$ cat config.mk
export PLATFORM = sky130hd
export DESIGN_NAME = fetch_align
export DESIGN_NICKNAME = d
export VERILOG_FILES = /design/src/rtl/ifu_pkg.sv /design/src/rtl/fetch_align.sv
export SDC_FILE = /design/constraint.sdc
export NUM_CORES = 1
export LEC_CHECK = 0
export ABC_AREA = 0
export CAP_MARGIN = 40
export CORE_UTILIZATION = 60
export DETAILED_ROUTE_END_ITERATION = 6
export DONT_BUFFER_PORTS = 1
export PLACE_DENSITY = 0.74
export SYNTH_ARGS = -nofsm -noshare
export SYNTH_HDL_FRONTEND = slang
export SYNTH_SLANG_ARGS = --single-unit
export TNS_END_PERCENT = 1
$ cat constraint.sdc
create_clock -name clk -period 5.7 [get_ports clk]
set_input_delay 0.855 -clock clk [delete_from_list [all_inputs] [get_ports clk]]
set_output_delay 0.855 -clock clk [all_outputs]
set_load 0.05 [all_outputs]
$ cat src/rtl/ifu_pkg.sv
// Shared IFU types and parcel-decode helpers, used by the aligner and the decompressor.
package ifu_pkg;

    localparam int PARCEL_W = 16;
    localparam int INSTR_W  = 32;

    typedef logic [PARCEL_W-1:0] parcel_t;

    function automatic logic instr_is_compressed(parcel_t p);
        return p[1:0] != 2'b11;
    endfunction

    // Encodings with bits [4:0] all set announce instructions longer than 32 bits.
    function automatic logic instr_is_illegal_len(parcel_t p);
        return p[4:0] == 5'b11111;
    endfunction

endpackage

$ cat src/rtl/fetch_align.sv
// Fetch-word to instruction aligner: buffers 16-bit parcels and emits one aligned instruction per cycle.
// Define FETCH_ALIGN_ILLEGAL_EN to add illegal_out (zero parcel / over-long encoding detection).
module fetch_align
    import ifu_pkg::*;
#(
    parameter int          BUF_HALVES = 4,
    parameter logic [31:0] RESET_PC   = 32'h0000_0000
) (
    input  logic                clk,
    input  logic                reset_n,
    input  logic [INSTR_W-1:0]  fetch_data_in,
    input  logic                fetch_valid_in,
    output logic                fetch_ready_out,
    input  logic                flush_in,
    input  logic [31:0]         flush_pc_in,
    output logic [INSTR_W-1:0]  instr_out,
    output logic [31:0]         instr_pc_out,
    output logic                instr_compressed_out,
    output logic                instr_valid_out,
`ifdef FETCH_ALIGN_ILLEGAL_EN
    output logic                illegal_out,
`endif
    input  logic                instr_ready_in
);

    localparam int BW = BUF_HALVES * PARCEL_W;
    localparam int CW = $clog2(BUF_HALVES + 1);
    localparam int SW = $clog2(BW + 1);

    logic [BW-1:0]  buf_q;
    logic [CW-1:0]  count_q;
    logic [31:0]    head_pc_q;
    logic           skip_q;

    logic [BW-1:0]  buf_d;
    logic [CW-1:0]  count_d;
    logic [CW-1:0]  base;
    logic [31:0]    head_pc_d;
    logic [BW-1:0]  app_word;
    logic [BW-1:0]  keep_mask;
    logic [SW-1:0]  sh_cons;
    logic [SW-1:0]  sh_base;
    logic [1:0]     consumed;
    logic [1:0]     appended;
    parcel_t        p0;
    parcel_t        p1;
    logic           head_short;
    logic           fire;
    logic           accept;
    logic           unused_flush_bit;

    assign p0 = buf_q[PARCEL_W-1:0];
    assign p1 = buf_q[2*PARCEL_W-1:PARCEL_W];
    assign unused_flush_bit = flush_pc_in[0];

    // Over-long encodings are emitted as a single parcel so the trap path never waits on data.
`ifdef FETCH_ALIGN_ILLEGAL_EN
    assign head_short = instr_is_compressed(p0) || instr_is_illegal_len(p0);
`else
    assign head_short = instr_is_compressed(p0);
`endif

    always_comb begin
        instr_valid_out      = (count_q != '0) && (head_short || (count_q >= CW'(2)));
        instr_compressed_out = instr_valid_out && head_short;
        instr_pc_out         = head_pc_q;
        instr_out            = '0;
        if (instr_valid_out) begin
            instr_out = head_short ? {16'h0000, p0} : {p1, p0};
        end
    end

`ifdef FETCH_ALIGN_ILLEGAL_EN
    assign illegal_out = instr_valid_out && ((p0 == '0) || instr_is_illegal_len(p0));
`endif

    assign fetch_ready_out = !flush_in && (count_q <= CW'(BUF_HALVES - 2));
    assign fire            = instr_valid_out && instr_ready_in;
    assign accept          = fetch_valid_in && fetch_ready_out;

    // Shift out consumed parcels, then drop the new ones in just above what remains.
    always_comb begin
        consumed  = fire ? (head_short ? 2'd1 : 2'd2) : 2'd0;
        appended  = accept ? (skip_q ? 2'd1 : 2'd2) : 2'd0;
        app_word  = skip_q ? BW'(fetch_data_in[31:16]) : BW'(fetch_data_in);
        base      = count_q - CW'(consumed);
        sh_cons   = SW'(consumed) * SW'(PARCEL_W);
        sh_base   = SW'(base) * SW'(PARCEL_W);
        keep_mask = (BW'(1) << sh_base) - BW'(1);
        buf_d     = (buf_q >> sh_cons) & keep_mask;
        if (accept) begin
            buf_d = buf_d | (app_word << sh_base);
        end
        count_d   = base + CW'(appended);
        head_pc_d = head_pc_q;
        if (fire) begin
            head_pc_d = head_pc_q + (head_short ? 32'd2 : 32'd4);
        end
    end

    always_ff @(posedge clk or negedge reset_n) begin
        if (!reset_n) begin
            buf_q     <= '0;
            count_q   <= '0;
            head_pc_q <= RESET_PC;
            skip_q    <= 1'b0;
        end else if (flush_in) begin
            count_q   <= '0;
            head_pc_q <= {flush_pc_in[31:1], 1'b0};
            skip_q    <= flush_pc_in[1];
        end else begin
            buf_q     <= buf_d;
            count_q   <= count_d;
            head_pc_q <= head_pc_d;
            if (accept) begin
                skip_q <= 1'b0;
            end
        end
    end

endmodule

==> results_dict.tcl <==
set metrics [dict create \
    synth_ff_type "dfrtp_1" \
    finalMaxSlewViolations 0 \
    clock_path_buffers 2 \
    finalSetupTns_ns 0 \
    slew_headroom 0.414 \
    clock-sinks 99 \
    areaGrowthSynthToFinish_pct 6.25 \
    ctsHoldBuffers 0 \
    synth_top_area_share 0.400 \
    clk_latency_ns 0.37 \
    critPathKind "register to register" \
    max_freq_mhz 237 \
    gp_congestion 0.841 \
    critPathLaunchType "register" \
    fillers 820 \
    overflow 0 \
    antenna_found_initial 0 \
    crit_required_ns 5.96 \
    drt_wl_total_um 17300 \
    synth_area_leaders "dfrtp_1, nand2_1, o21ai_1, a22o_1, a22oi_1" \
    powerDensity_nw_per_um2 622 \
    cp.arrival_ns 4.49 \
    multi_input_area_um2 3450 \
    ys_types 58 \
    die_h_um 104 \
    syn_area_um2 6190 \
    cp-startpoint "count_q[2]$_DFF_PN0_" \
    yosys_warnings 0 \
    cts_resized 0 \
    grt_max_degree 100 \
    cts_tree "yes" \
    core_um2 9860 \
    post_cts_buffers 0 \
    chipWidth_um 104 \
    r2r-end "buf_q[62]$_DFFE_PN0N_" \
    end_kind "register" \
    routedWlPerCell_um 20.9 \
    cts-root-buf "clkbuf_8" \
    maxCapViolations 0 \
    dp_cells 811 \
    run_status "finished clean" \
    fin_skew_ns 0.0146 \
    firstDrtPassIters 5 \
    vias_per_cell 6.82 \
    ys_ff_latch 99 \
    grt_pass1_wl_um 28300 \
    synth_edf_count 0 \
    rows 36 \
    synth_fp_nets 783 \
    seq_area_um2 2480 \
    hold_viol_final 0 \
    nets 766 \
    initial_core_util 0.627 \
    instances_no_fill 827 \
    finalSetupViolations 0 \
    num_vias 5639 \
    synthArstFlopShare 1.00 \
    synth_area_per_cell_um2 8.77 \
    io_buffers 0 \
    grt_pass1_vias 5339 \
    synth_common_cells "nand2_1, dfrtp_1, o21ai_1" \
    fin_crit_ns 4.23 \
    vdd_ir_drop_max_v 0.000480 \
    r2r_start "count_q[2]$_DFF_PN0_" \
    r2r_cells 10 \
    antenna_cells 0 \
    dieArea_um2 10700 \
    yosysTopAreaCell "dfrtp_1" \
    reg2reg_slack_ns 1.47 \
    drive_gt1_frac 0.101 \
    dp_hpwl_um 11200 \
    synth-seq-area-share 0.400 \
    numCtsBuffers 9 \
    drc 0 \
    grt_use_total 0.332 \
    drt_iter0_drc 456 \
    cts.htree.levels 3 \
    power.leakage_nw 2.70 \
    yosysMostFrequentCell "nand2_1" \
    rsz0062_at_grt "false" \
    min_period_over_period 0.742 \
    clk_pin_slew_ns 0.10 \
    endpoint "buf_q[62]$_DFFE_PN0N_" \
    synthCells 706 \
    worst_pin_slew_ns 0.875 \
    path_max_fanout 20 \
    holdCritPathClass "input pin to asynchronous set/reset pin" \
    antenna_left 0 \
    io_pins 136 \
]
## metal layers
layer | GRT usage | wire length, µm | up-vias
li1 | - | - | 2533
met1 | 0.465 | 7380 | 2745
met2 | 0.523 | 8010 | 333
met3 | 0.0661 | 1660 | 28
met4 | 0.0952 | 246 | 0
met5 | 0 | 0 | -
## state kept, by name (all words and copies together) (netlist names)
signal / count
instr_pc_out: 31
skip_q: 1
count_q: 3
buf_q: 64
## cell usage in the layout (no fill, tap or decap), types with 9 or more instances in the layout
cell type,n
a2bb2oi_1,15
xnor2_1,18
nand3_1,22
dfrtp_1,99
nor2_1,34
a22o_1,24
nand4_1,9
o211ai_1,14
and3_1,24
mux2_2,13
o21ai_0,16
nand2_1,100
buf_4,28
nor3_1,15
mux2i_1,17
xor2_1,13
nor2b_1,21
clkbuf_8,10
a31oi_1,10
a21oi_1,29
a22oi_1,25
o21ai_1,49
## where the power goes
part / switching, mW / internal [mW] / leakage (nW)
clock network: 0.262 / 0.262 / 0.110
logic: 1.53 / 0.776 / 1.33
registers: 0.315 / 0.942 / 1.26
total: 2.11 / 1.98 / 2.70
## worst min-delay path by stage
| stage | end | slack [ns] | cells after the start |
|---|---|---|---|
| 2_1_floorplan | buf_q[2]$_DFFE_PN0N_ | 0.44 | 2 |
| 3_3_place_gp | buf_q[4]$_DFFE_PN0N_ | 0.46 | 2 |
| 3_5_place_dp | buf_q[4]$_DFFE_PN0N_ | 0.46 | 2 |
| 4_1_cts | instr_pc_out[29]$_DFFE_PN0N_ | 0.16 | 0 |
| 5_1_grt | instr_pc_out[29]$_DFFE_PN0N_ | 0.14 | 0 |
| 6_report | instr_pc_out[29]$_DFFE_PN0N_ | 0.16 | 0 |
## cell type report
type / count / share of cell area
flip-flops and latches: 99 / 0.377
multi-input cells: 540 / 0.525
clock buffers: 11 / 0.0215
inverters: 11 / 0.00628
well taps: 133 / 0.0253
clock inverters: 5 / 0.0129
repair buffers: 28 / 0.0320
## critical path, stage by stage (launching register included)
cell and delay (ns):
dfrtp_1 0.45, or2_1 0.56, and3_1 0.39, fa_1 0.43, xnor2_1 0.51, and3_1 0.26
inv_1 0.05, ha_1 0.48, nand3_1 0.19, nand2_1 0.39, a22o_1 0.39
## per-stage QoR
stage	instance area, µm²	power, mW	worst slack [ns]	utilization	hold slack [ns]
CTS	6580	4.04	1.56	0.667	0.158
global placement	6220	3.40	1.60	0.631	0.456
detailed placement	6350	3.52	1.56	0.644	0.463
finish	6580	4.09	1.47	0.667	0.159
floorplan	6190	2.93	1.90	-	0.442
global route	6580	4.34	1.16	0.667	0.145
## cell families after synthesis
family | Yosys count | synth area share
adders and majority gates | 8 | 0.0186
other | 1 | 0.000606
DFF | 99 | 0.400
AOI/OAI and AO/OA | 214 | 0.231
and+or+nand+nor | 256 | 0.208
xor gates and xnor gates | 31 | 0.0439
muxes | 30 | 0.0511
buffers and inverters | 67 | 0.0457
Power figures use the tool's default switching activity.
